[src/rtl/controle_rodadas_jogo_pkg.sv]
// Shared definitions for the memory-game round controller.
// The 4-bit state codes are also decoded by the 7-segment debug display,
// so their numeric values are part of the interface.
package controle_rodadas_jogo_pkg;

  typedef enum logic [3:0] {
    inicial        = 4'h0,
    preparacao     = 4'h1,
    inicia_rodada  = 4'h2,
    espera_jogada  = 4'h3,
    registra       = 4'h4,
    compara        = 4'h5,
    proxima_jogada = 4'h6,
    proxima_rodada = 4'h7,
    final_acertou  = 4'hC,
    final_errou    = 4'hD,
    final_timeout  = 4'hE
  } estado_t;

  // Reported on db_estado when the state register holds an unused code.
  localparam logic [3:0] ESTADO_INVALIDO = 4'hF;

endpackage

[src/rtl/controle_rodadas_jogo_edge_detector.sv]
// Rising-edge detector for an already-synchronised level input.
//  clock  in  system clock, rising edge
//  reset  in  asynchronous, active-high; clears the history bit
//  sinal  in  level input
//  pulso  out one-cycle pulse when sinal goes 0 -> 1
module edge_detector (
  input  logic clock,
  input  logic reset,
  input  logic sinal,
  output logic pulso
);

  logic sinal_d1;

  always_ff @(posedge clock or posedge reset) begin
    if (reset) sinal_d1 <= 1'b0;
    else       sinal_d1 <= sinal;
  end

  assign pulso = sinal & ~sinal_d1;

endmodule

[src/rtl/controle_rodadas_jogo.sv]
// Moore FSM sequencing the memory-game datapath across rounds.
// Round N plays moves 0..N; each move is registered, compared to memory
// and must arrive within TIMEOUT cycles of entering espera_jogada.
//  clock, reset                 rising-edge clock; async active-high reset
//  iniciar                      start/restart request (level)
//  jogada                       OR of player buttons (level, synchronised)
//  igual, fimE, fimL            datapath status flags
//  zeraE/contaE, zeraL/contaL   address / round-limit counter controls
//  zeraR/registraR              move register controls
//  pronto, ganhou, perdeu,      game-end status
//  timeout
//  db_estado                    current state code (debug)
module controle_rodadas_jogo
  import controle_rodadas_jogo_pkg::*;
#(
  parameter int unsigned TIMEOUT = 5000,
  parameter int unsigned TW      = 13
) (
  input  logic       clock,
  input  logic       reset,
  input  logic       iniciar,
  input  logic       jogada,
  input  logic       igual,
  input  logic       fimE,
  input  logic       fimL,
  output logic       zeraE,
  output logic       contaE,
  output logic       zeraL,
  output logic       contaL,
  output logic       zeraR,
  output logic       registraR,
  output logic       pronto,
  output logic       ganhou,
  output logic       perdeu,
  output logic       timeout,
  output logic [3:0] db_estado
);

  estado_t       estado, proximo;
  logic [TW-1:0] tcount;
  logic          jogada_pulso;
  logic          expirou;

  edge_detector u_edge_jogada (
    .clock (clock),
    .reset (reset),
    .sinal (jogada),
    .pulso (jogada_pulso)
  );

  // Counter restarts on every exit from espera_jogada, so each move window
  // is exactly TIMEOUT cycles long.
  always_ff @(posedge clock or posedge reset) begin
    if (reset)                        tcount <= '0;
    else if (estado != espera_jogada) tcount <= '0;
    else                              tcount <= tcount + 1'b1;
  end

  assign expirou = (tcount == TW'(TIMEOUT - 1));

  always_ff @(posedge clock or posedge reset) begin
    if (reset) estado <= inicial;
    else       estado <= proximo;
  end

  always_comb begin
    proximo = inicial;
    case (estado)
      inicial:        proximo = iniciar ? preparacao : inicial;
      preparacao:     proximo = inicia_rodada;
      inicia_rodada:  proximo = espera_jogada;
      // A move arriving on the expiry cycle still counts.
      espera_jogada:  proximo = jogada_pulso ? registra :
                                expirou      ? final_timeout : espera_jogada;
      registra:       proximo = compara;
      compara: begin
        if (!igual)     proximo = final_errou;
        else if (!fimE) proximo = proxima_jogada;
        else if (fimL)  proximo = final_acertou;
        else            proximo = proxima_rodada;
      end
      proxima_jogada: proximo = espera_jogada;
      proxima_rodada: proximo = inicia_rodada;
      final_acertou:  proximo = iniciar ? preparacao : final_acertou;
      final_errou:    proximo = iniciar ? preparacao : final_errou;
      final_timeout:  proximo = iniciar ? preparacao : final_timeout;
      default:        proximo = inicial;
    endcase
  end

  always_comb begin
    zeraE     = 1'b0;
    contaE    = 1'b0;
    zeraL     = 1'b0;
    contaL    = 1'b0;
    zeraR     = 1'b0;
    registraR = 1'b0;
    pronto    = 1'b0;
    ganhou    = 1'b0;
    perdeu    = 1'b0;
    timeout   = 1'b0;
    db_estado = estado;
    case (estado)
      inicial, preparacao: begin
        zeraE = 1'b1;
        zeraL = 1'b1;
        zeraR = 1'b1;
      end
      inicia_rodada: begin
        zeraE = 1'b1;
        zeraR = 1'b1;
      end
      espera_jogada, compara: ;
      registra:       registraR = 1'b1;
      proxima_jogada: contaE    = 1'b1;
      proxima_rodada: contaL    = 1'b1;
      final_acertou: begin
        pronto = 1'b1;
        ganhou = 1'b1;
      end
      final_errou: begin
        pronto = 1'b1;
        perdeu = 1'b1;
      end
      final_timeout: begin
        pronto  = 1'b1;
        perdeu  = 1'b1;
        timeout = 1'b1;
      end
      default: db_estado = ESTADO_INVALIDO;
    endcase
  end

endmodule

[config.mk]
export PLATFORM = sky130hd
export DESIGN_NAME = controle_rodadas_jogo
export DESIGN_NICKNAME = d
export VERILOG_FILES = /design/src/rtl/controle_rodadas_jogo_pkg.sv /design/src/rtl/controle_rodadas_jogo_edge_detector.sv /design/src/rtl/controle_rodadas_jogo.sv
export SDC_FILE = /design/constraint.sdc
export NUM_CORES = 1
export LEC_CHECK = 0
export CORE_MARGIN = 4
export CORE_UTILIZATION = 57
export CTS_BUF_LIST = sky130_fd_sc_hd__clkbuf_4
export DETAILED_ROUTE_END_ITERATION = 16
export PLACE_DENSITY = 0.87
export SKIP_CTS_REPAIR_TIMING = 1
export SYNTH_ARGS = -nofsm -noshare
export SYNTH_HDL_FRONTEND = slang
export SYNTH_SLANG_ARGS = --single-unit
[constraint.sdc]
create_clock -name clock -period 3.2 [get_ports clock]
set_input_delay 0.64 -clock clock [delete_from_list [all_inputs] [get_ports clock]]
set_output_delay 0.64 -clock clock [all_outputs]
set_load 0.01 [all_outputs]
---- Yosys cells after proc, flatten, opt, wreduce, memory -nomap -nowiden ----
Index checks and enable logic that the tools add are counted.
operators by class
  bitwise operators ....................... 2
  eq/ne operators ......................... 12
  multiplexer cells ....................... 21
  reduce and logical (&&, ||, !) cells .... 8
  add/sub/neg operators ................... 1
operators with widths
  cell                   count
  $mux 4                 9
  $pmux 4 s9             1
  $eq 4x3->1 const B     4
  $add 13x1->13 const B  1
  $eq 13x13->1 const B   1
  $mux 13                1
  $eq 4x4->1 const B     3
  $reduce_or 11->1       1
  $mux 1                 10
  $eq 4x2->1 const B     2
  $reduce_or 2->1        4
  $reduce_or 3->1        2
  $eq 4x1->1 const B     1
  $logic_not 4->1        1
  $ne 4x2->1 const B     1
  $and 1x1->1            1
  $not 1->1              1
word-level totals
  register bits ........................... 18

---- Logic depth before layout (Yosys ltp) ----
Gate-level depths: netlist of run 1.
  depth in word-level cells ............... 4
  mapped depth ............................ 5
  mapped depth without buffers ............ 4

---- Cells and area by module ----
Synthesis of run 1 repeated with hierarchy kept, for this count alone.
second synthesis, totals
  cell total of the unflattened synthesis .. 127
  area total of the unflattened synthesis .. 1123.6 sq um
modules (own cells, without submodules)
  module                 area each (sq um)  cells each  instances
  controle_rodadas_jogo  1081.0             124         1
  edge_detector          42.5               3           1

---- Worst setup path before layout of run 1 ----
OpenSTA, ideal clock, no wires.
  path type ............................... reg-to-output
  start point ............................. register estado[1]
  end point ............................... output zeraR
  setup slack ............................. 1.422 ns
  arrival ................................. 1.138 ns
  cell stages (with the launch flop) ...... 5
  cell sequence ........................... dfrtp_1 clkbuf_1 and2_1 nor2_1 buf_4
on the way
  word-level cells in the longest chain between the ends .. 3
  elaborated cells between the ends (all ways) .. 5
ends and longest elaborated chain
  item                                      line                         RTL
  start: declaration                        controle_rodadas_jogo.sv:39  estado_t estado, proximo;
  start signal: assignment                  controle_rodadas_jogo.sv:62  if (reset) estado <= inicial;
  start signal: assignment                  controle_rodadas_jogo.sv:63  else estado <= proximo;
  $eq 4x2->1, or another cell as far along  n/a
  $reduce_or 3->1 (no line) (*)             n/a
  $mux 1 (*)                                n/a
  end: declaration                          controle_rodadas_jogo.sv:30  output logic zeraR,
Mark *: on every way between the ends. The rest lies on a longest branch, timed or not.

---- Worst setup path after layout of run 1 ----
  start point ............................. register estado[0]
  end point ............................... output perdeu
on the way
  word-level cells in the longest chain between the ends .. 3
  elaborated cells between the ends (all ways) .. 4
ends and longest elaborated chain
  item                           line                          RTL
  $eq 4x4->1                     controle_rodadas_jogo.sv:103  case (estado)
  $reduce_or 2->1 (no line) (*)  n/a
  $mux 1 (*)                     controle_rodadas_jogo.sv:103
  end: declaration               controle_rodadas_jogo.sv:34   output logic perdeu,
Marked as above.

==> results of run 1 <==
## cells by family after synthesis
| group | after synthesis | share of synthesized area (%) |
|---|---|---|
| AO/OA/AOI/OAI | 24 | 14.7 |
| XOR/XNOR | 3 | 2.43 |
| adder cells (fa/ha/maj) | 1 | 1.16 |
| buffers and inverters | 12 | 4.74 |
| flip-flops | 18 | 41.6 |
| multiplexers | 2 | 1.85 |
| AND/OR/NAND/NOR | 62 | 33.5 |
## worst max-delay path: stages (launching register included)
cell and delay (ps):
dfrtp_1 520, nand2b_1 250, a21oi_1 170, clkdlybuf4s50_1 560
## area by class of cell
| class | count | area (sq um) | area share (%) |
|---|---|---|---|
| Multi-Input combinational cell | 92 | 581 | 44.3 |
| Timing Repair Buffer | 20 | 200 | 15.3 |
| Tap cell | 25 | 31.3 | 2.39 |
| Clock buffer | 3 | 22.5 | 1.72 |
| Sequential cell | 18 | 450 | 34.4 |
| Inverter | 6 | 22.5 | 1.72 |
| Clock inverter | 1 | 3.75 | 0.286 |
## final timing paths
| check | start | endpoint | slack (ps) | cells past startpoint |
|---|---|---|---|---|
| max in group asynchronous | reset | estado[3]$_DFF_PP0_ | 2040 | 2 |
| worst max-delay path | estado[0]$_DFF_PP0_ | perdeu | 760 | 3 |
| min in group asynchronous | reset | tcount[10]$_DFF_PP0_ | 730 | 2 |
| worst min register to register | tcount[0]$_DFF_PP0_ | tcount[0]$_DFF_PP0_ | 510 | 1 |
| worst min-delay path | tcount[0]$_DFF_PP0_ | tcount[0]$_DFF_PP0_ | 510 | 1 |
| worst max register to register | tcount[0]$_DFF_PP0_ | tcount[12]$_DFF_PP0_ | 1550 | 4 |
## power breakdown
part	internal, mW	leakage (nW)	total [mW]	switching (mW)
Combinational	0.189	0.229	0.379	0.190
Sequential	0.257	0.242	0.322	0.0648
Clock	0.0454	0.0154	0.120	0.0747
Total	0.492	0.486	0.822	0.330
## state kept, by name, indices dropped and copies added, names as in the netlist
register,count
tcount,13
estado,4
u_edge_jogada.sinal_d1,1
## routing by layer
| metal | share of wire (%) | vias up | global-route usage [%] |
|---|---|---|---|
| li1 | - | 476 | - |
| met1 | 45 | 468 | 27.3 |
| met2 | 50 | 21 | 32.8 |
| met3 | 3.5 | 6 | 2.58 |
| met4 | 1.7 | 0 | 7.86 |
| met5 | 0 | - | 0 |
## placed cells by master, fill, tap and decap left out, types with 3 or more instances in the layout
cell type         n
clkdlybuf4s50_1  20
dfrtp_1          18
nor2_1           12
nand2b_1         11
nand2_1           9
a21oi_1           7
inv_1             6
or3_1             5
nand3_1           5
or4_1             4
o31ai_1           3
o21ai_0           3
clkbuf_4          3
==> reports/summary.txt, run 1 <==
Status = finished, final reports clean
Diode count = 0
Syn Inst Count = 122
Hold Violations, Final = 0
CTS tree = yes
Sequential area share after synthesis = 41.6%
Layout cells sized above 1 = 3.57%
VDD IR max = 0.000577 V
DIE AREA = 2660 sq um
DRC Markers = 0
Worst setup EP type = primary output
Cell with the most instances after synthesis = dfrtp_1
P&R area growth vs syn = 21.2%
Max-Cap Viols = 0
WS Path Type = register to primary output
Max FO, Critical Path = 14
Setup TNS = 0 ps
CP Launch Type = register
DP Worst Slack = 1090 ps
RSZ-0062 raised after global routing = no
Synth warn = 0
Largest net degree at the start of global routing = 19
Fin crit period = 2440 ps
Final wirelength = 2500 microns
Post-synth cell types = 38
Ports = 21
Slew Limit Fails = 0
Final Cell Area = 1310 sq um
Setup slack after layout = 759 ps
CTS max path bufs = 2
Seq cells post-synth = 18
Clock transition at path regs = 110 ps
Vias = 971
Arrival time at the worst endpoint = 1800 ps
Worst-margin pin slew = 679 ps
Leakage = 0.486 nW
Total Power = 0.822 mW
Port bufs = 20
Grt ovf = 0
Vias in the first global route = 902
Detail Route Antenna Nets = 0
Synth Area per Inst = 8.87 sq um
Synth Net Count = 130
Post-synth EDFFs = 0
Slew HR = 54.7%
CTS root buffer = clkbuf_4
Post-DP HPWL = 1910 microns
Period utilisation layout = 76.3%
Clk_skew = 1.67 ps
Initial antenna violation count = 0
Final core utilization = 74.3%
Finish-stage setup viols = 0
Predominant post-synthesis flop cell = dfrtp_1
Gpl congestion = 0.829
Vias per cell = 5.88
FILL cells = 154
FP Rows = 15
Dominant cell type by area after synthesis = dfrtp_1
First-pass GRT wire length = 4030 microns
Core area = 1760 sq um
Top cell type's share of synthesized area = 41.6%
Final nets = 149
Die Wd = 51.6 microns
Maximum clock rate = 410 MHz
Top post-synthesis cells by area = dfrtp_1, nand2b_1, nor2_1
Pre-Repair DR Iteration Count = 4
Initial Util = 61.3%
CTS buffer count = 3
Synth async-reset ratio = 100%
Total track usage = 20.2%
CP required = 2560 ps
CTS sink count = 18
Mapped cell area = 1080 sq um
Tightest hold margin = 511 ps
Hold crit path type = register to register
Final Non-Filler Cells = 165
Most common library cells after synthesis = dfrtp_1, nor2_1, nand2b_1
Starting DRT DRC Count = 23
P per Cell Area = 627 nW/um^2
Die height = 51.6 microns
Placed cell area = 1280 sq um
Routed length per instance = 15.1 microns
Worst-Skew Late Latency = 300 ps
H-tree depth = 1
# placed instances = 161
(Power assumes the default switching activity.)
==> inputs of run 2 (changes only) <==
--- a/config.mk
+++ b/config.mk
@@ -6,10 +6,10 @@
 export NUM_CORES = 1
 export LEC_CHECK = 0
 export CORE_MARGIN = 4
-export CORE_UTILIZATION = 57
+export CORE_UTILIZATION = 48
 export CTS_BUF_LIST = sky130_fd_sc_hd__clkbuf_4
 export DETAILED_ROUTE_END_ITERATION = 16
-export PLACE_DENSITY = 0.87
+export PLACE_DENSITY = 0.78
 export SKIP_CTS_REPAIR_TIMING = 1
 export SYNTH_ARGS = -nofsm -noshare
 export SYNTH_HDL_FRONTEND = slang
==> constraint.sdc (replaced) <==
create_clock -name clock -period 2.1 [get_ports clock]
set_input_delay 0.42 -clock clock [delete_from_list [all_inputs] [get_ports clock]]
set_output_delay 0.42 -clock clock [all_outputs]
set_load 0.01 [all_outputs]
==> reports/summary.txt, run 2 (same netlist as run 1, synthesis figures left out) <==
Status = finished, final reports clean
Gpl congestion = 0.861 (+3.9%)
VDD IR max = 0.000770 V (+33%)
H-tree depth = 1 (unchanged)
Slew Limit Fails = 0 (unchanged)
Core area = 2040 sq um (+16%)
Storage element area = 455 sq um (+1.1%)
P per Cell Area = 963 nW/um^2 (+54%)
Diode count = 0 (unchanged)
Total track usage = 16.4% (-3.8 points)
Leakage = 0.618 nW (+27%)
Arrival time at the worst endpoint = 1610 ps (-190 ps)
Post-DP HPWL = 1820 microns (-4.7%)
Clk_skew = 5.72 ps (+4.05 ps)
Final wirelength = 2640 microns (+5.7%)
Final nets = 159 (+6.7%)
Worst-Skew Late Latency = 290 ps (about the same)
CP Launch Type = register
Area of the multi-input gates = 581 sq um (unchanged)
Starting DRT DRC Count = 32 (+39%)
CP required = 1680 ps (-880 ps)
Largest net degree at the start of global routing = 19 (unchanged)
Tightest hold margin = 491 ps (-20.7 ps)
FILL cells = 164 (+6.5%)
CP Launch Point = estado[0]$_DFF_PP0_
Ports = 21 (unchanged)
Worst-margin pin slew = 659 ps (-20.4 ps)
WS Path Type = register to primary output
Largest regs = tcount x13, estado x4, u_edge_jogada.sinal_d1 x1
Initial antenna violation count = 0 (unchanged)
Pre-Repair DR Iteration Count = 4 (unchanged)
Vias in the first global route = 895 (-0.78%)
Initial Util = 53.0% (-8.3 points)
CTS buffer count = 3 (unchanged)
Largest register FFs = 13 (unchanged)
First-pass GRT wire length = 4010 microns (-0.52%)
CTS max path bufs = 2 (unchanged)
Hold crit path type = register to register
Port bufs = 20 (unchanged)
Worst hold start = tcount[0]$_DFF_PP0_
Die Wd = 55.5 microns (+7.6%)
Clock transition at path regs = 90 ps (-20 ps)
Layout cells sized above 1 = 13.4% (+9.9 points)
CTS root buffer = clkbuf_4
Hold Violations, Final = 0 (unchanged)
DIE AREA = 3080 sq um (+16%)
Die height = 55.5 microns (+7.6%)
Largest Register = tcount
CTS tree = yes
FP Rows = 16 (+1)
Detail Route Antenna Nets = 0 (unchanged)
Fin crit period = 2030 ps
Maximum clock rate = 492 MHz
FF-to-FF Start = tcount[0]$_DFF_PP0_
Grt ovf = 0 (unchanged)
Final core utilization = 68.6% (-5.8 points)
Period utilisation layout = 96.9%
Vias = 1056 (+8.8%)
DRC Markers = 0 (unchanged)
P&R area growth vs syn = 29.4%
CTS sink count = 18 (unchanged)
Vias per cell = 6.00 (+2.0%)
Max-Cap Viols = 0 (unchanged)
Worst setup EP type = primary output
Slew HR = 56.0% (+1.4 points)
Max FO, Critical Path = 7 (-7)
Commonest cells after routing, fill and taps aside = clkdlybuf4s50_1, dfrtp_1, nor2_1
Routed length per instance = 15.0 microns (-0.92%)
Finish-stage setup viols = 0 (unchanged)
-- run 2: changes by cell type in the layout (fill, tap and decap cells not counted) --
cell,delta
clkdlybuf4s50_1,-6
clkbuf_2,+2
inv_1,-1
dfrtp_2,+4
inv_2,+1
dlymetal6s2s_1,+6
dfrtp_1,-4
buf_4,+8
clkinv_1,-1
-- run 2: final timing paths --
kind,end,slack [ps],depth (start not counted)
setup / recovery,contaE,70,3
max in group asynchronous,estado[0]$_DFF_PP0_,1120,2
setup reg to reg,tcount[12]$_DFF_PP0_,520,4
hold reg to reg,tcount[0]$_DFF_PP0_,490,1
min in group asynchronous,tcount[7]$_DFF_PP0_,520,2
hold / removal,tcount[0]$_DFF_PP0_,490,1
-- run 2: critical path: stages (launching register included) --
cell,delay [ps]
dfrtp_2,460
nand2b_1,210
nor2_1,120
clkdlybuf4s50_1,540
-- run 2: final cells by class --
type	instances	share of cell area, %
Inverter	6	1.61
Timing Repair Buffer	30	20.4
Multi-Input combinational cell	92	41.5
Tap cell	27	2.41
Clock buffer	3	1.61
Sequential cell	18	32.5
-- run 2: power breakdown --
part           total [mW]  switching (mW)  internal (mW)
sequential          0.473          0.0740          0.399
clock               0.167           0.100         0.0668
combinational       0.708           0.344          0.365
total                1.35           0.518          0.830
-- run 2: metal layers --
layer	vias to the layer above	share of wire [%]	global-route usage [%]
li1	495	-	-
met2	46	47	24.3
met1	508	44	21.6
met3	7	7.4	5.13
met5	-	0	0
met4	0	1.8	7.64
-- run 2: per-stage QoR --
step	instances	instance area [sq um]	power [mW]	worst slack (ps)	setup TNS [ps]
after floorplan	122	1080	0.850	542	0
after global placement	164	1290	1.07	271	0
after detailed placement	164	1290	1.09	244	0
after CTS	167	1320	1.25	-84.4	-461
after global routing	176	1400	1.45	-13.0	-13.0
final	176	1400	1.35	65.7	0
